File: config.mk
export PLATFORM = sky130hd
export DESIGN_NAME = mux4_rr_arbiter
export DESIGN_NICKNAME = d
export VERILOG_FILES = /design/src/rtl/mux4_rr_arbiter.sv
export SDC_FILE = /design/constraint.sdc
export NUM_CORES = 1
export LEC_CHECK = 0
export BUFFER_PORTS_ARGS = -buffer_cell sky130_fd_sc_hd__buf_2
export CAP_MARGIN = 20
export CELL_PAD_IN_SITES_DETAIL_PLACEMENT = 1
export CELL_PAD_IN_SITES_GLOBAL_PLACEMENT = 2
export CORE_MARGIN = 2
export CORE_UTILIZATION = 30
export CTS_CLUSTER_DIAMETER = 200
export DETAILED_ROUTE_END_ITERATION = 12
export PLACE_DENSITY_LB_ADDON = 0.2
export SLEW_MARGIN = 20
export SYNTH_ARGS = -nofsm -noshare
export SYNTH_HDL_FRONTEND = slang
export SYNTH_SLANG_ARGS = --single-unit
File: constraint.sdc
create_clock -name clk -period 2.5 [get_ports clk]
set_input_delay 0.125 -clock clk [delete_from_list [all_inputs] [get_ports clk]]
set_output_delay 0.125 -clock clk [all_outputs]
set_load 0.05 [all_outputs]
File: src/rtl/mux4_rr_arbiter.sv
// Round-robin arbiter that shares one mux4 between four requesters and drives
// its select lines; a grant is held at most MAX_HOLD cycles while others wait.
module mux4_rr_arbiter #(
  parameter  int MAX_HOLD = 4,
  localparam int CNT_W    = $clog2(MAX_HOLD + 1)
) (
  input  logic       clk,
  input  logic       rst,
  input  logic [3:0] req,
  output logic [3:0] gnt,
  output logic       s0,
  output logic       s1,
  output logic       valid
);

  typedef enum logic {IDLE, GRANT} state_t;

  localparam logic [CNT_W-1:0] HOLD_MAX = CNT_W'(MAX_HOLD);

  state_t           state;
  logic [1:0]       ptr;
  logic [CNT_W-1:0] cnt;
  logic [1:0]       owner;
  logic [3:0]       cand;
  logic [1:0]       start;
  logic [2:0]       pick;
  logic             hit;
  logic [1:0]       win;
  logic             take;
  logic             drop;

  // Returns {found, index} of the first set bit of c scanning k, k+1, .. mod 4.
  function automatic logic [2:0] rr_pick(input logic [3:0] c, input logic [1:0] k);
    logic [2:0] res;
    logic [1:0] idx;
    res = '0;
    for (int i = 3; i >= 0; i--) begin
      idx = k + 2'(i);
      if (c[idx]) res = {1'b1, idx};
    end
    return res;
  endfunction

  // The select lines always hold the owner index while a grant is active.
  assign owner = {s1, s0};

  always_comb begin
    cand  = req;
    start = ptr;
    if (state == GRANT) begin
      cand  = req & ~gnt;
      start = owner + 2'd1;
    end
  end

  assign pick = rr_pick(cand, start);
  assign hit  = pick[2];
  assign win  = pick[1:0];

  assign take = hit && ((state == IDLE) || !req[owner] || (cnt == HOLD_MAX));
  assign drop = (state == GRANT) && !req[owner] && !hit;

  always_ff @(posedge clk) begin
    if (rst) begin
      state <= IDLE;
      gnt   <= 4'b0000;
      valid <= 1'b0;
      s0    <= 1'b0;
      s1    <= 1'b0;
      ptr   <= 2'd0;
      cnt   <= '0;
    end else if (take) begin
      state    <= GRANT;
      gnt      <= 4'b0001 << win;
      {s1, s0} <= win;
      valid    <= 1'b1;
      cnt      <= CNT_W'(1);
      ptr      <= win + 2'd1;
    end else if (drop) begin
      // Selects deliberately keep their last value so the mux does not toggle.
      state <= IDLE;
      gnt   <= 4'b0000;
      valid <= 1'b0;
      cnt   <= '0;
    end else if ((state == GRANT) && (cnt != HOLD_MAX)) begin
      cnt <= cnt + 1'b1;
    end
  end

endmodule

* Word level (Yosys, flattened, before mapping) *
Index checks and enable logic that the tools add are counted.

operators by class
  shift-type cells = 1
  bitwise gates (word level) = 3
  reduce and logical (&&, ||, !) cells = 11
  mux-type cells = 23
  eq/ne operators = 2
  $lt $le $gt $ge = 5
  add/subtract/negate cells = 6

operator list
  cell                                                                   count
  2-bit by 3-bit < comparator with 1-bit output (second input constant)  5
  3-bit 2-to-1 mux                                                       4
  4-bit 2-to-1 mux                                                       3
  1-bit binary-select mux with 2-bit select                              5
  1-bit 2-to-1 mux                                                       10
  2-bit by 1-bit adder with 2-bit output (second input constant)         3
  2-bit adder (second input constant)                                    2
  4-bit AND                                                              1
  1-bit logical AND                                                      4
  4-bit NOT                                                              1
  1-bit by 2-bit left shift with 4-bit output (first input constant)     1
  3-bit by 1-bit adder with 3-bit output (second input constant)         1
  3-bit == test (second input constant)                                  1
  3-bit != test (second input constant)                                  1
  3-bit nonzero test                                                     1
  3-bit OR reduction                                                     1
  1-bit logical NOT                                                      2
  1-bit logical OR                                                       2
  2-bit 2-to-1 mux                                                       1
  2-bit nonzero test                                                     1
  1-bit NOT                                                              1

storage, ports and cells
  output and inout port bits = 7
  input bits = 6
  word-level logic and storage cells = 58
  flip-flop bits (word level) = 12

* Depth between registers and ports, before layout *
  word-level depth = 13
  gate-level depth with buffers = 7
  depth with buffers taken out = 6

* Worst setup path before layout *
OpenSTA, ideal clock, no wires.

  path kind = register to register
  start point = reg s0
  end point = reg gnt[2]
  required time = 2442 ps
  stages on the path, launching flop included = 6
  arrival time = 1963 ps
  period minus slack after synthesis = 2022 ps
  setup slack = 478 ps
  setup time = 58 ps
  buffers on the path = 1
  cells stage by stage = dfxtp_1 > buf_6 > mux4_2 > a21o_1 > nor4_1 > a21o_1

between the ends
  word-level cells in the longest chain between the ends = 12
  elaborated cells on any way between the ends = 29
  those cells by class = 4 x add/sub; 1 x shift; 16 x mux; 8 x reduce/logical

ends and longest elaborated chain
  item                                       line  source
  from (decl)                                11    output logic s0,
  from (signal assigned)                     75    {s1, s0} <= win;
  2-bit by 1-bit adder with 2-bit output     52    start = owner + 2'd1;
  2-bit 2-to-1 mux                           50    if (state == GRANT) begin
  2-bit adder                                38    idx = k + 2'(i);
  1-bit binary-select mux with 2-bit select  39    if (c[idx]) res = {1'b1, idx};
  1-bit 2-to-1 mux (implied by the code)     39
  3-bit 2-to-1 mux (4 in a row)              39
  1-bit logical NOT                          61    assign drop = (state == GRANT) && !req[owner] && !hit;
  1-bit logical AND                          61
  2-bit nonzero test (no line)               --
  to (signal assigned)                       74    gnt <= 4'b0001 << win;
  to (decl)                                  10    output logic [3:0] gnt,

Parallel ways exist; a longest one is shown, timed or not. The select of a mux whose other input is x is not followed.
A chain may end at the register's enable or synchronous reset.

* Worst setup path after layout *
Same ends and word-level chain as after synthesis.

==> run metrics <==
outcome complete, no violations; multi-input logic area 501.7 sq um; setup slack at placement 543.4 ps; Slew Limit Fails 0; die area 3013 sq um; min cycle time layout between 1500 and 2000 ps; layout cells sized above 1 0.2308; drc violations 0; crit end category register; vias in the first global route 709; largest net degree at the start of global routing 14; worst relative slew slack 0.6226; Data required, critical path 2730 ps; Starting Density 0.3165; Sink Count 12; max incr delay on CP ~630 ps; global-route wire length before repair 3.353 mm; later-pin clock latency in the skew report around 270 ps; fmax 509.1 MHz; dominant synthesized flop cell dfxtp_1; Syn Nets 99; Detailed Routing Iterations Pass 1 4; root buf cell clkbuf_4; type of the most critical hold path input pin to register; via count 712; final worst slack around 540 ps; CTS buffer count 3; max_cap viols 0; sequential cell area about 240 sq um; unrepaired setup endpoints after global routing false; clock-pin slew on the worst setup and hold paths 80 ps; Crit path arrival time 2190 ps; Power Dens Cells slightly above 800 nW/um^2; Site Rows 18; IO Pins 13; Final HPWL DP 1.556 mm; Final TNS setup 0 ps; vias per cell 5.313; hold buffer count at CTS 0; post-synthesis cell area 777.0 sq um; WL per Instance between 10 and 15 microns; maximum fanout along the worst path 8; Hold Slack around 160 ps; number of fill cells 302; Die Y about 55 microns; worst r2r src s0$_SDFFE_PP0P_; Leakage approximately 0.38 nW; final WL 1.992 mm; Nets 113; total grt overflow 0; core area 2455 sq um; flop and latch count out of synthesis 12; Tot Pwr 737.8 uW; slowest stage cell, crit path mux4_2; # H-tree levels 1; I/O Buffers 12; CP Cell Sequence mux4_2 -> a21o_1 -> nor4_1 -> a21o_1; initial antenna violation count 0; worst clock skew about 7 ps; n_diodes 0; Crit path top cell by count a21o_1; Critical Path Source Type register; Layout area overhead 14.65%; Synth Warn # 0; WHS Endpoint s0$_SDFFE_PP0P_; commonest cells after routing, fill and taps aside dfxtp_1, buf_2, nand2_1, nor2_1, a21oi_1; # resized after CTS 0; CTS tree yes; Starting DRT DRC Count 7; die outline width 54.89 microns; Crit. Startpoint s0$_SDFFE_PP0P_; Crit Path Category register to register; hold path startpoint rst; number of routed nets with antenna violations 0; Mapped Cells 91; GRT Total Usage 0.1595; Seq/Total Area, Yosys 0.3092; ys async rst share 0; period utilization 0.7858; Hold Vio Cnt, Final 0; worst r2r dst gnt[2]$_SDFFE_PP0P_; final setup fails 0; Mapped Avg Cell Area 8.538 sq um; worst reg2reg path depth 4; actual slew at the worst max-slew pin 563.7 ps; deepest clock path buffer count 2; number of flops mapped to enable cells by yosys 0; Worst IR Drop VDD 414.6 uV; Cell variety after synth 41; post-CTS setup buffers 0; hold depth 2; R2R Setup Slk 540 ps; gpl congestion 0.7276
-- worst max path at each step --
stage | depth (start not counted) | end | slack, ps
floorplan | 5 | gnt[2]$_SDFFE_PP0P_ | 480
global placement | 5 | gnt[0]$_SDFFE_PP0P_ | 610
detailed placement | 4 | gnt[2]$_SDFFE_PP0P_ | 540
CTS | 4 | gnt[2]$_SDFFE_PP0P_ | 510
global route | 6 | ptr[1]$_SDFFE_PP0P_ | 310
finish | 4 | gnt[2]$_SDFFE_PP0P_ | 540
-- cells in the mapped netlist, types with 2 or more instances --
library cell | n | area share
dfxtp_1 | 12 | 0.31
nand2_1 | 9 | 0.043
a21oi_1 | 8 | 0.052
nor2_1 | 8 | 0.039
nand2b_1 | 4 | 0.032
nor2b_1 | 4 | 0.032
a211oi_1 | 3 | 0.029
inv_1 | 3 | 0.014
a21o_1 | 2 | 0.019
a21oi_2 | 2 | 0.023
and3b_1 | 2 | 0.023
ha_1 | 2 | 0.032
o211ai_1 | 2 | 0.019
o21ai_1 | 2 | 0.013
xnor2_1 | 2 | 0.023
-- metal layers --
metal  up-vias  part of all wire  global-route usage
met5         -                 0                   0
met4         0            0.0070             0.06098
met3         2             0.048             0.03226
met2        14              0.45              0.2579
met1       335              0.49              0.2086
li1        361                 -                   -
-- logic make-up after synthesis --
family / Yosys count / synth area share
flip-flops: 12 / 0.3092
AO/OA/AOI/OAI: 29 / 0.2722
XOR/XNOR: 3 / 0.03382
adder cells (fa/ha/maj): 2 / 0.03220
buffers and inverters: 7 / 0.04507
AND/OR/NAND/NOR: 37 / 0.2786
multiplexers: 1 / 0.02898
-- where the power goes --
| group | internal, mW | switching [mW] |
|---|---|---|
| combinational | 0.110 | 0.202 |
| sequential | 0.225 | 0.0444 |
| clock | 0.0885 | 0.0682 |
| total | 0.423 | 0.314 |
-- sequential cells by signal (all words and copies together) (netlist names) --
signal	flops
cnt	3
gnt	4
ptr	2
s0	1
s1	1
state	1
-- area by class of cell --
class | count | area share
clock buffers | 4 | 0.04073
inverters | 4 | 0.01685
multi-input cells | 72 | 0.5632
flip-flops and latches | 12 | 0.2697
well taps | 30 | 0.04213
repair buffers | 12 | 0.06742
-- worst max-delay path, delay by kind of cell (launching register included) --
| kind | cells | cell delay [ps] |
|---|---|---|
| AOI/OAI and AO/OA | 2 | 400 |
| DFF | 1 | 500 |
| muxes | 1 | 630 |
| and+or+nand+nor | 1 | 370 |
-- metrics by stage --
step,cells,cell area [sq um],util
floorplan,91,777.0,-
detailed placement,130,854.6,0.3481
global route,134,890.9,0.3629
global placement,130,854.6,0.3481
finish,134,890.9,0.3629
CTS,134,890.9,0.3629
(Power assumes the default switching activity.)
